## src/rtl/mips_dbg_pkg.sv

```systemverilog
// mips_dbg_pkg: shared widths and dump-engine state encoding for the MIPS debug readback logic.
package mips_dbg_pkg;
    localparam int REG_COUNT = 32;
    localparam int REG_IDX_W = 5;
    localparam int WORD_W    = 32;
    typedef enum logic [1:0] {
        IDLE = 2'd0,
        READ = 2'd1,
        SEND = 2'd2,
        FIN  = 2'd3
    } state_t;
endpackage

```

## src/rtl/mips_reg_dump.sv

```systemverilog
// mips_reg_dump: walks a register-file read port and streams each captured word over valid/ready.
module mips_reg_dump
    import mips_dbg_pkg::*;
#(
    parameter int FIRST_REG = 0,
    parameter int LAST_REG  = 31,
    parameter bit SKIP_ZERO = 1'b1
) (
    input  logic                 clk,
    input  logic                 reset,
    input  logic                 start,
    output logic                 busy,
    output logic                 done,
    output logic [REG_IDX_W-1:0] rd_reg,
    input  logic [WORD_W-1:0]    rd_data,
    output logic                 out_valid,
    input  logic                 out_ready,
    output logic [WORD_W-1:0]    out_data,
    output logic [REG_IDX_W-1:0] out_index,
    output logic                 out_last
);
    localparam int FIRST_IDX = (SKIP_ZERO && FIRST_REG == 0) ? 1 : FIRST_REG;
    localparam bit HAS_WORDS = FIRST_IDX <= LAST_REG;
    localparam logic [REG_IDX_W-1:0] FIRST_Q = REG_IDX_W'(FIRST_IDX);
    localparam logic [REG_IDX_W-1:0] LAST_Q  = REG_IDX_W'(LAST_REG);

    state_t                 state_q, state_d;
    logic [REG_IDX_W-1:0]   idx_q, idx_d, index_q, index_d;
    logic [WORD_W-1:0]      data_q, data_d;
    logic                   last_q, last_d, valid_q, valid_d, done_q, done_d;

    always_comb begin
        state_d = state_q;
        idx_d   = idx_q;
        data_d  = data_q;
        index_d = index_q;
        last_d  = last_q;
        valid_d = valid_q;
        // done is a registered echo of FIN, so it never overlaps out_valid
        done_d  = state_q == FIN;
        case (state_q)
            IDLE: if (start) begin
                idx_d   = FIRST_Q;
                state_d = HAS_WORDS ? READ : FIN;
            end
            READ: begin
                data_d  = rd_data;
                index_d = idx_q;
                last_d  = idx_q == LAST_Q;
                valid_d = 1'b1;
                state_d = SEND;
            end
            SEND: if (out_ready) begin
                valid_d = 1'b0;
                state_d = last_q ? FIN : READ;
                idx_d   = last_q ? idx_q : idx_q + REG_IDX_W'(1);
            end
            FIN: state_d = IDLE;
        endcase
    end

    always_ff @(posedge clk) begin
        if (reset) begin
            state_q <= IDLE;
            idx_q   <= '0;
            data_q  <= '0;
            index_q <= '0;
            last_q  <= 1'b0;
            valid_q <= 1'b0;
            done_q  <= 1'b0;
        end else begin
            state_q <= state_d;
            idx_q   <= idx_d;
            data_q  <= data_d;
            index_q <= index_d;
            last_q  <= last_d;
            valid_q <= valid_d;
            done_q  <= done_d;
        end
    end

    assign busy      = state_q != IDLE;
    assign done      = done_q;
    assign rd_reg    = state_q == READ ? idx_q : '0;
    assign out_valid = valid_q;
    assign out_data  = data_q;
    assign out_index = index_q;
    assign out_last  = last_q;
endmodule

```

## config.mk

```make
export PLATFORM = sky130hd
export DESIGN_NAME = mips_reg_dump
export DESIGN_NICKNAME = d
export VERILOG_FILES = /design/src/rtl/mips_dbg_pkg.sv /design/src/rtl/mips_reg_dump.sv
export SDC_FILE = /design/constraint.sdc
export NUM_CORES = 1
export LEC_CHECK = 0
export CAP_MARGIN = 10
export CORE_ASPECT_RATIO = 0.5
export CORE_MARGIN = 8
export CORE_UTILIZATION = 44
export DETAILED_ROUTE_END_ITERATION = 8
export PLACE_DENSITY = 0.85
export SLEW_MARGIN = 20
export SYNTH_ARGS = -nofsm -noshare
export SYNTH_HDL_FRONTEND = slang
export SYNTH_SLANG_ARGS = --single-unit
```

## constraint.sdc

```tcl
create_clock -name clk -period 2.8 [get_ports clk]
set_input_delay 0.84 -clock clk [delete_from_list [all_inputs] [get_ports clk]]
set_output_delay 0.84 -clock clk [all_outputs]
set_load 0.01 [all_outputs]
```

==> impl_metrics.yaml <==
pwr:
  leakage_nw: 0.996
  pwr-share-seq: 0.509
  p_int_w: 0.00108
  power_switching_share: 0.233
  ir_drop_mv: 0.325
  power.density_mw_per_mm2: 522
  p_sw_w: 0.000328
  p_clk_frac: 0.335
  combPwrFrac: 0.156
logic_synthesis:
  synth_cell_type_count: 32
  synth_top_area_frac: 0.527
  synth_top_cell_by_area: "dfxtp_1"
  synth_seq_area_share: 0.527
  synth_area_mm2: 0.00179
  synth_warnings: 0
  syn-num-nets: 257
  synth_seq_cells: 47
  avgSynthCellArea_um2: 8.15
  synth-main-ff-cell: "dfxtp_1"
  ys_top_cells_by_count: "80 x nand2_1, 47 x dfxtp_1, 42 x a21oi_1"
  synthCells: 219
  synth-edff-count: 0
  synth_area_leaders: "dfxtp_1 53%, nand2_1 17%, a21oi_1 12%, ha_1 1.4%, buf_4 1.3%"
  synth.most_common_cell: "nand2_1"
  async_reset_ff_frac: 0
setup_path:
  r2r_setup_slack_ns: 1.38
  worst-r2r-cell-count: 4
  path_buf_inv: 2
  r2r_end: "out_data[17]"
  reg2reg_from: "state_q[1]"
  arrival_ns: 1.83
  worstSetupStartpointType: "register"
  crit_family: "buffers and inverters"
  max_stage_delay_ns: 0.54
  critical_path_class: "register to primary output"
  cp_max_fo: 15
  required_ns: 1.96
  crit_path_top_delay_cell: "clkdlybuf4s50_1"
  path_cells: "and2b_4 -> nand2_1 -> inv_1 -> clkdlybuf4s50_1"
  end_kind: "primary output"
finish:
  multi_input_area_um2: 738
  area_growth_pct: 51.2
  nFillCells: 332
  seq_area_um2: 941
  drive_gt1_frac: 0.0508
  finalInstanceArea_mm2: 0.00270
  instances_no_fill: 349
  n_antenna_cell: 0
  finalNetCount: 333
global_route:
  antenna_found_initial: 0
  grt_max_degree: 48
  grt_pass1_wl_um: 7910
  grt_usage: 0.151
  gr-total-overflow: 0
  grt_pass1_vias: 1629
detailed_routing:
  drt_wl_total_um: 4910
  route.detailed.drc: 0
  initialDrtViolationCount: 88
  routed_via_density: 4.89
  vias: 1707
  wl_per_cell_um: 14.1
  ant_nets: 0
  first_pass_iters: 4
die:
  die_x_um: 106
  io_pins: 82
  die_h_um: 61.0
  num_rows: 16
  core-area_mm2: 0.00390
  die-area_mm2: 0.00648
  start_util: 0.457
outcome:
  status: "complete, no violations"
clock_tree:
  cts.sinks: 47
  cts_max_level: 2
  cts_buffer_depth: 2
  cts_tree: "built"
  path_clk_slew_ns: 0.08
  clock_latency_ns: 0.29
  cts_hold_buf: 0
  cts_buffers: 5
  clockRootBuffer: "clkbuf_8"
sta:
  slew_violations: 0
  max_freq_mhz: 374
  setup_ws_ns: 0.129
  hold_viol_final: 0
  worstMarginPinSlew_ns: 0.848
  min_period_over_period: 0.954
  skew_ns: 0.00368
  final.setup.tns_ns: 0
  min_period_ns: 2.67
  setup_violations: 0
  relSlewSlack: 0.435
  rsz0062_at_grt: "false"
placed_design:
  io_buffers: 81
  placed_cells: 342
  post-place-ws_ns: 0.239
  place_hpwl_um: 3640
  gp_congestion: 0.790
  post_dp_cell_area_mm2: 0.00259
flow_run:
  cap_violations: 0
worst_hold_path:
  min_delay_worst_endpoint: "out_data[15]"
  min_from: "out_data[15]"
  holdPathStages: 2
  hp-class: "register to register"
flip-flops by register name (all words and copies together) (netlist names):
| name | cells |
|---|---|
| out_data | 32 |
| idx_q | 5 |
| out_index | 5 |
| state_q | 2 |
| done | 1 |
| out_last | 1 |
| out_valid | 1 |
worst max path at each step:
stage | start | end | slack [ns] | depth (start not counted)
finish | state_q[1] | rd_reg[3] | 0.13 | 4
global placement | state_q[1] | rd_reg[4] | 0.36 | 4
global route | state_q[1] | rd_reg[3] | 0.04 | 4
detailed placement | state_q[1] | rd_reg[3] | 0.24 | 4
CTS | state_q[1] | rd_reg[3] | 0.07 | 4
floorplan | state_q[1] | rd_reg[0] | 1.06 | 5
power by group through the flow:
stage	registers, W	clock network (W)	logic [W]
2_1_floorplan	0.000743	0	0.0000901
3_3_place_gp	0.000731	0	0.000215
3_5_place_dp	0.000733	0	0.000221
4_1_cts	0.000718	0.000483	0.000222
5_1_grt	0.000722	0.000518	0.000239
6_report	0.000717	0.000472	0.000220
kinds of logic (layout without fill, tap and decap cells):
logic type / count (synthesis) / count (layout) / synth area share
compound gates: 52 / 52 / 0.163
flops: 47 / 47 / 0.527
buf+inv: 21 / 97 / 0.0610
mux: 1 / 1 / 0.00561
fa+ha+maj: 2 / 2 / 0.0140
simple gates: 96 / 96 / 0.229
per-stage QoR:
step	power (W)	util	hold slack, ns
final	0.00141	0.692	0.456
after global routing	0.00148	0.692	0.481
after CTS	0.00142	0.691	0.458
after detailed placement	0.000954	0.665	0.446
after global placement	0.000946	0.665	0.441
after floorplan	0.000833	-	0.461
worst reg2reg max path, stage by stage, from the launching register on:
cell,delay [ns]
dfxtp_1,0.40
and2b_4,0.40
buf_4,0.30
nand2_1,0.10
a21oi_1,0.15
cells in the final DEF (no fill, tap or decap):
cell type	count
nand2_1	80
clkdlybuf4s50_1	80
dfxtp_1	47
a21oi_1	42
inv_1	5
clkbuf_8	5
nand3_1	3
buf_4	3
nand2b_1	2
o211ai_1	2
o21ai_1	2
nor2_1	2
ha_1	2
and2b_4	1
or2_1	1
inv_2	1
and3_1	1
nand4bb_1	1
or3b_4	1
a21o_1	1
a21oi_2	1
mux2i_1	1
nor3_1	1
nor2b_1	1
and4bb_1	1
a41oi_1	1
a311oi_2	1
a311oi_1	1
nor3b_1	1
a211oi_1	1
bufinv_16	1
clkbuf_1	1
buf_2	1
layer usage:
layer | GRT usage | part of all wire | up-vias
li1 | - | - | 867
met1 | 0.163 | 0.41 | 799
met2 | 0.284 | 0.53 | 35
met3 | 0.0470 | 0.045 | 6
met4 | 0.0495 | 0.013 | 0
met5 | 0 | 0 | -
area by class of cell:
| type | count | area share |
|---|---|---|
| timing repair buffer | 84 | 0.307 |
| clock inverter | 1 | 0.0111 |
| inverter | 6 | 0.00834 |
| clock buffer | 6 | 0.0269 |
| multi-input combinational | 151 | 0.273 |
| tap | 54 | 0.0250 |
| sequential | 47 | 0.348 |
repair_timing:
action | 4_1_cts | 5_1_grt
setup buffers | 0 | 0
setup endpoints to repair | 5 | 2
resized for setup | 1 | 1
No activity file was read; power rests on OpenSTA's default activity.
